<file path="src/rtl/br_pkg.sv">
// Shared encodings for the branch-condition controller: condition codes, FSM states,
// ALU control values and flag-register bit positions.
package br_pkg;

  typedef enum logic [2:0] {
    COND_EQ     = 3'd0,
    COND_NE     = 3'd1,
    COND_LT     = 3'd2,
    COND_GT     = 3'd3,
    COND_LE     = 3'd4,
    COND_GE     = 3'd5,
    COND_ALWAYS = 3'd6,
    COND_OVF    = 3'd7
  } cond_e;

  typedef enum logic [1:0] {
    ST_IDLE  = 2'd0,
    ST_HOLD  = 2'd1,
    ST_EVAL  = 2'd2,
    ST_FLUSH = 2'd3
  } state_e;

  localparam logic [3:0] ALU_ADD = 4'b1110;
  localparam logic [3:0] ALU_SUB = 4'b1101;

  localparam int FLG_EQ  = 0;
  localparam int FLG_LT  = 1;
  localparam int FLG_GT  = 2;
  localparam int FLG_LE  = 3;
  localparam int FLG_GE  = 4;
  localparam int FLG_NE  = 5;
  localparam int FLG_OVF = 6;
  localparam int FLG_FV  = 7;

  // Raw flag bit selected by a condition; ALWAYS and the fv qualification are handled by the caller.
  function automatic logic cond_sel(input cond_e cond, input logic [7:0] fr);
    logic bit_sel;
    case (cond)
      COND_EQ:  bit_sel = fr[FLG_EQ];
      COND_NE:  bit_sel = fr[FLG_NE];
      COND_LT:  bit_sel = fr[FLG_LT];
      COND_GT:  bit_sel = fr[FLG_GT];
      COND_LE:  bit_sel = fr[FLG_LE];
      COND_GE:  bit_sel = fr[FLG_GE];
      COND_OVF: bit_sel = fr[FLG_OVF];
      default:  bit_sel = 1'b0;
    endcase
    return bit_sel;
  endfunction

endpackage

</file>
<file path="src/rtl/branch_cond_ctrl_condcodes.sv">
// Signed condition codes derived from an add/sub result; a signed overflow clears every code
// because the result sign no longer reflects the true comparison.
module condcodes
  import br_pkg::*;
(
  input  logic [3:0]  aluctrl,
  input  logic [31:0] a,
  input  logic [31:0] b,
  input  logic [31:0] aluout,
  output logic        eq,
  output logic        ne,
  output logic        lt,
  output logic        gt,
  output logic        le,
  output logic        ge
);

  logic ovf;
  logic zero;
  logic neg;

  always_comb begin
    ovf = 1'b0;
    if (aluctrl == ALU_ADD) begin
      ovf = (a[31] == b[31]) & (aluout[31] != a[31]);
    end else if (aluctrl == ALU_SUB) begin
      ovf = (a[31] != b[31]) & (aluout[31] != a[31]);
    end
    zero = (aluout == 32'd0);
    neg  = aluout[31];
    eq   = ~ovf & zero;
    ne   = ~ovf & ~zero;
    lt   = ~ovf & neg;
    gt   = ~ovf & ~neg & ~zero;
    le   = ~ovf & (neg | zero);
    ge   = ~ovf & ~neg;
  end

endmodule

</file>
<file path="src/rtl/branch_cond_ctrl.sv">
// Flags register plus branch sequencer: resolves ID branch requests against the latched flags
// and drives stall, redirect and flush toward the front end.
module branch_cond_ctrl
  import br_pkg::*;
#(
  parameter int FLUSH_CYCLES = 2  // legal range 1..7
) (
  input  logic        clk,
  input  logic        rst_n,
  input  logic        ex_valid,
  input  logic        ex_setcc,
  input  logic        ex_busy,
  input  logic [3:0]  ex_aluctrl,
  input  logic [31:0] ex_a,
  input  logic [31:0] ex_b,
  input  logic [31:0] ex_aluout,
  input  logic        br_req,
  input  logic [2:0]  br_cond,
  input  logic [31:0] br_target,
  output logic        br_ack,
  output logic        br_taken,
  output logic        redirect_valid,
  output logic [31:0] redirect_pc,
  output logic        stall,
  output logic        flush,
  output logic [7:0]  flags_q
);

  state_e      state_reg, state_next;
  logic [2:0]  cnt_reg;
  cond_e       cond_reg;
  logic [31:0] target_reg;
  logic [7:0]  flags_reg;

  logic cc_eq, cc_ne, cc_lt, cc_gt, cc_le, cc_ge;
  logic fr_we;
  logic taken;

  condcodes u_condcodes (
    .aluctrl (ex_aluctrl),
    .a       (ex_a),
    .b       (ex_b),
    .aluout  (ex_aluout),
    .eq      (cc_eq),
    .ne      (cc_ne),
    .lt      (cc_lt),
    .gt      (cc_gt),
    .le      (cc_le),
    .ge      (cc_ge)
  );

  assign fr_we = ex_valid & ex_setcc & ~ex_busy;
  assign taken = (cond_reg == COND_ALWAYS) | (flags_reg[FLG_FV] & cond_sel(cond_reg, flags_reg));

  // Flags register; ovf is recovered from the fact that overflow zeroes both EQ and NE.
  always_ff @(posedge clk) begin
    if (!rst_n) begin
      flags_reg <= 8'd0;
    end else if (fr_we) begin
      flags_reg <= {1'b1, ~(cc_eq | cc_ne), cc_ne, cc_ge, cc_le, cc_gt, cc_lt, cc_eq};
    end
  end

  always_ff @(posedge clk) begin
    if (!rst_n) begin
      cond_reg   <= COND_EQ;
      target_reg <= 32'd0;
      cnt_reg    <= 3'd0;
    end else begin
      if (state_reg == ST_IDLE && br_req) begin
        cond_reg   <= cond_e'(br_cond);
        target_reg <= br_target;
      end
      if (state_reg == ST_EVAL && taken) begin
        cnt_reg <= 3'(FLUSH_CYCLES - 1);
      end else if (state_reg == ST_FLUSH && cnt_reg != 3'd0) begin
        cnt_reg <= cnt_reg - 3'd1;
      end
    end
  end

  always_ff @(posedge clk) begin
    if (!rst_n) begin
      state_reg <= ST_IDLE;
    end else begin
      state_reg <= state_next;
    end
  end

  always_comb begin
    state_next = state_reg;
    case (state_reg)
      ST_IDLE: begin
        if (br_req) state_next = ex_busy ? ST_HOLD : ST_EVAL;
      end
      ST_HOLD: begin
        if (!ex_busy) state_next = ST_EVAL;
      end
      ST_EVAL: begin
        state_next = taken ? ST_FLUSH : ST_IDLE;
      end
      ST_FLUSH: begin
        if (cnt_reg == 3'd0) state_next = ST_IDLE;
      end
      default: state_next = ST_IDLE;
    endcase
  end

  always_comb begin
    br_ack         = (state_reg == ST_EVAL);
    br_taken       = br_ack & taken;
    redirect_valid = br_ack & taken;
    flush          = (state_reg == ST_FLUSH);
    stall          = (state_reg != ST_IDLE) | br_req;
    redirect_pc    = target_reg;
    flags_q        = flags_reg;
  end

endmodule

</file>
<file path="config.mk">
export PLATFORM = sky130hd
export DESIGN_NAME = branch_cond_ctrl
export DESIGN_NICKNAME = d
export VERILOG_FILES = /design/src/rtl/br_pkg.sv /design/src/rtl/branch_cond_ctrl_condcodes.sv /design/src/rtl/branch_cond_ctrl.sv
export SDC_FILE = /design/constraint.sdc
export NUM_CORES = 1
export LEC_CHECK = 0
export ABC_AREA = 1
export ABC_CLOCK_PERIOD_IN_PS = 1600
export BUFFER_PORTS_ARGS = -buffer_cell sky130_fd_sc_hd__buf_2
export CAP_MARGIN = 20
export CORE_ASPECT_RATIO = 0.8
export CORE_UTILIZATION = 38
export DETAILED_ROUTE_END_ITERATION = 7
export MAX_ROUTING_LAYER = met4
export PLACE_DENSITY = 0.81
export SLEW_MARGIN = 20
export SYNTH_ARGS = -nofsm -noshare
export SYNTH_HDL_FRONTEND = slang
export SYNTH_HIERARCHICAL = 1
export SYNTH_SLANG_ARGS = --single-unit
</file>
<file path="constraint.sdc">
create_clock -name clk -period 1.6 [get_ports clk]
set_input_delay 0.32 -clock clk [delete_from_list [all_inputs] [get_ports clk]]
set_output_delay 0.32 -clock clk [all_outputs]
set_load 0.01 [all_outputs]
</file>
# Word-level counts from Yosys, hierarchy flattened
# Index checks and enable logic that the tools add are counted.
# word_totals
reg_bits	48
in_bits	141
word_cells	70
output_inout_bits	45
# op_classes
bitwise	22
n_reduce_logical	12
mux	11
eq_ne	18
n_addsub	1
# ops
cell	count
32-bit logical NOT	1
1-bit AND	12
3-bit == test (second input constant)	4
2-bit 2-to-1 mux	5
4-bit == test (second input constant)	2
2-bit one-hot mux with 4 select lines	1
1-bit one-hot mux with 7 select lines	1
3-bit by 2-bit == test with 1-bit output (second input constant)	2
3-bit logical NOT	2
1-bit inverter	6
2-bit == test (second input constant)	2
1-bit 2-to-1 mux	4
2-bit != test (second input constant)	2
1-bit bitwise OR	4
2-bit nonzero test	2
3-bit by 1-bit == test with 1-bit output (second input constant)	1
1-bit logical AND	3
3-bit AND reduction	1
3-bit nonzero test	1
3-bit by 1-bit subtractor with 3-bit output (second input constant)	1
2-bit by 1-bit == test with 1-bit output (second input constant)	1
2-bit logical NOT	1
1-bit != test	2
2-bit by 1-bit != test with 1-bit output (second input constant)	1
2 further kinds	2

# Longest topological paths before layout
# depth
ltp_word	8
mapped_depth	10
depth_no_buf	10

# Hierarchy
# The synthesis kept the hierarchy.
# by_module_without_submodules
module	area_per_inst_um2	n_inst	seq_area_each_um2	cells_per_inst
branch_cond_ctrl	1868.0	1	960.9	248
condcodes	237.7	1	0.0	52

# Least setup slack after synthesis
# OpenSTA, ideal clock, no wires.
# synth_timing
path_type	register to output
from	register state_reg[1]
to	output port redirect_valid
setup_slack_ns	0.070
required_ns	1.280
path_buffers	1
stages_incl_launch_ff	8
t_arrival_ns	1.210
cell_sequence	dfxtp_1 inv_1 nor2_1 o21ai_0 a21oi_1 nand2_1 inv_1 buf_4
# synth_via
elab_chain_cells	2
# synth_lines
item	line_no	source
start, declared	branch_cond_ctrl.sv:29	state_e state_reg, state_next;
start signal, assigned	branch_cond_ctrl.sv:86	state_reg <= state_next;
2-bit == test	branch_cond_ctrl.sv:110	br_ack = (state_reg == ST_EVAL);
net br_ack	branch_cond_ctrl.sv:20	output logic br_ack,
1-bit AND	-	
end, declared	branch_cond_ctrl.sv:22	output logic redirect_valid,
# The timed path passes the listed nets, and every way through them passes these cells.

# Worst setup path in the final report
# layout_timing
from	register cond_reg[1]
to	output port redirect_valid
# layout_via
elab_chain_cells	5
elab_cells_between_ends	12
classes_between	eq/ne (7); mux (1); bitwise (3); reduce/logical (1)
# layout_lines
item	line_no	source
start, declared	branch_cond_ctrl.sv:31	cond_e cond_reg;
start signal, assigned	branch_cond_ctrl.sv:71	cond_reg <= cond_e'(br_cond);
3-bit == test, or another cell as far along	br_pkg.sv:38	case (cond)
1-bit one-hot mux with 7 select lines	br_pkg.sv:38	
1-bit AND	branch_cond_ctrl.sv:53	assign taken = (cond_reg == COND_ALWAYS) | (flags_reg[FLG_FV] & cond_sel(cond_reg, flags_reg));
1-bit bitwise OR (*)	branch_cond_ctrl.sv:53	
1-bit AND (*)	branch_cond_ctrl.sv:112	redirect_valid = br_ack & taken;
# Mark *: on every way between the ends. The rest lies on a longest branch, timed or not.

==> results.yml <==
timing:
  hold-worst-slack_ps: 272
  period_minus_slack_ps: 1590
  max_freq_mhz: 629
  final-max-slew-violation-count: 0
  finalSetupViolCount: 0
  maxSlewHeadroom_pct: 72.3
  rsz0062_at_grt: "true"
  tightest_slew_ps: 416
  clock_skew_ps: 2.64
  finalHoldViolCount: 0
  period_share_pct: 99.3
routing:
  first_iter_violations: 55
  wl_per_cell_um: 11.0
  antenna_left: 0
  vias: 2250
  drt-total-wl_um: 5380
  route.detailed.drc: 0
  dr.pass1.iters: 4
  via_per_inst: 4.58
power:
  p_sw_share_pct: 29.8
  p_sw_uw: 896
  p_seq_share_pct: 46.9
  combPwrFrac_pct: 23.6
  p_leak_nw: 1.51
  intPower_mw: 2.11
  power_density_mw_per_mm2: 1010
  power_frac_clock_pct: 29.5
  vdd_drop_max_uv: 541
grt:
  busiest_layer: "met2"
  use_met1_pct: 21.3
  grt_pass1_vias: 1937
  gr-usage-met3_pct: 4.76
  antenna_found_initial: 0
  grt_max_degree: 34
  grt_overflow: 0
  grt_pass1_wl_um: 8340
  grt_util_met2_pct: 32.9
  grt_usage_pct: 18.5
place:
  hpwl_um: 4060
  portBuffers: 123
  gp_congestion: 0.838
yosys:
  synth.ff_latch_count: 48
  ys.warnings.count: 6
  synth_top_area_share_pct: 45.6
  syn-cell-area_mm2: 0.00211
  synth_ff_type: "dfxtp_1"
  synth_most_common_cell: "nor2_1"
  ys_seq_area_share_pct: 45.6
  yosysTopAreaCell: "dfxtp_1"
  synth_common_cells: "nor2_1, dfxtp_1, o21ai_0, nand2_1, inv_1"
  synth.area.top_cells: "dfxtp_1, nor2_1, o21ai_0, nand2_1, inv_1"
  post_synth.cell_area_avg_um2: 7.02
  synth_fp_nets: 443
  synth_async_sr_flop_share_pct: 0
  synth_cell_type_count: 26
  synth_edf_count: 0
  synth_cells: 300
cts:
  clkSlewWorstSetupHoldPaths_ps: 90
  insertion_delay_ps: 290
  clock-sinks: 48
  cts_buffers: 5
  cts_tree: "yes"
  cts.path.max_buffers: 2
  cts-root-buf: "clkbuf_8"
  cts_hold_buf: 0
  htreeDepth: 2
layout:
  fin_nets: 571
  diodes: 0
  largest_reg_flops: 32
  syn2layout_area_growth_pct: 40.9
  finish.utilization_pct: 57.3
  drive_above_1_share_pct: 39.2
die:
  die_h_um: 68.6
  die_area_mm2: 0.00584
  num_io_pins: 186
  rows: 23
  fp.dieW_um: 85.2
  start_util_pct: 40.7
  coreArea_mm2: 0.00518
worst_setup_path:
  cp-start-kind: "flop"
  endpoint_kind: "output port"
  required_ps: 1280
  crit_fanout: 5
  cpMaxStageDelayCell: "dfxtp_4"
  arrival_ps: 1270
  crit_chain: "inv_4, nand2_2, nand3_2, nand2_2, a21oi_2, nand2_2, inv_2, buf_6"
  cpMostUsedCell: "nand2_2"
  critPathKind: "reg -> out"
  worst-path-buf-inv: 3
  cp_slowest_stage_delay_ps: 380
  cp_top_family: "flip-flops"
job:
  max_cap_violations: 0
outcome:
  status: "completed"
min_path:
  hp-class: "in -> reg"
layout make-up:
| class | instances | area, um2 |
|---|---|---|
| multi-input cells | 217 | 1010 |
| flip-flops and latches | 48 | 968 |
| repair buffers | 134 | 711 |
| clock buffers | 5 | 68.8 |
| clock inverters | 3 | 46.3 |
| inverters | 22 | 87.6 |
| well taps | 62 | 77.6 |
| fillers | 527 | 2210 |
power groups by stage:
stage / Clock, mW / Sequential, mW / Combinational, mW
floorplan: 0 / 1.48 / 0.346
global placement: 0 / 1.42 / 0.663
detailed placement: 0 / 1.43 / 0.680
CTS: 0.914 / 1.41 / 0.703
global route: 0.960 / 1.43 / 0.802
finish: 0.887 / 1.41 / 0.708
worst register-to-register path: stages (launching register included):
cell,delay [ps]
dfxtp_4,380
inv_4,80
nand2_2,50
nand3_2,60
nand2_2,50
a21oi_2,120
nand2_2,70
buf_4,130
buf_4,120
buf_4,120
buf_4,140
nand2_1,70
nor2_1,50
placed cells by master (no fill, tap or decap), drive strengths merged:
cell        n
dfxtp      48
a21oi      12
buf       134
o21ai      44
ha          2
nand2      38
clkinvlp    1
xor2        3
or2         1
nor2      107
nand3       8
clkbuf      5
inv        23
xnor2       1
nand4       1
bufinv      1
metrics by stage:
stage / total power, mW / std cells / instance area, um2 / setup TNS [ps] / setup WS, ps
finish: 3.00 / 491 / 2970 / 0 / 10.5
global route: 3.19 / 491 / 2970 / -127 / -65.2
CTS: 3.02 / 491 / 2950 / -39.3 / -22.1
detailed placement: 2.11 / 478 / 2770 / 0 / 151
global placement: 2.09 / 478 / 2770 / 0 / 166
floorplan: 1.83 / 300 / 2110 / 0 / 70.3
kinds of logic after synthesis:
family | count (synthesis) | share of synthesized area [%]
flops | 48 | 45.6
buf+inv | 35 | 7.72
compound gates | 56 | 13.7
fa+ha+maj | 2 | 1.19
simple gates | 155 | 29.8
xor+xnor | 4 | 2.02
metal layers:
layer | vias to the layer above | part of all wire (%)
met5 | - | 0
met4 | 0 | 0.52
met3 | 2 | 5.8
met2 | 62 | 48
met1 | 993 | 45
li1 | 1193 | -
final timing paths:
| kind | start | endpoint | slack [ps] | cells past startpoint |
|---|---|---|---|---|
| worst max-delay path | cond_reg[1] | redirect_valid | 10 | 8 |
| worst min-delay path | br_target[7] | redirect_pc[7] | 270 | 3 |
| worst max register to register | cond_reg[1] | cnt_reg[1] | 90 | 12 |
| worst min register to register | redirect_pc[5] | redirect_pc[5] | 490 | 2 |
timing repair:
item	CTS	global route
buffers inserted	5	0
resized for setup	15	5
pin swaps	2	1
endpoints found under the setup margin	2	6
Power figures use the tool's default switching activity.
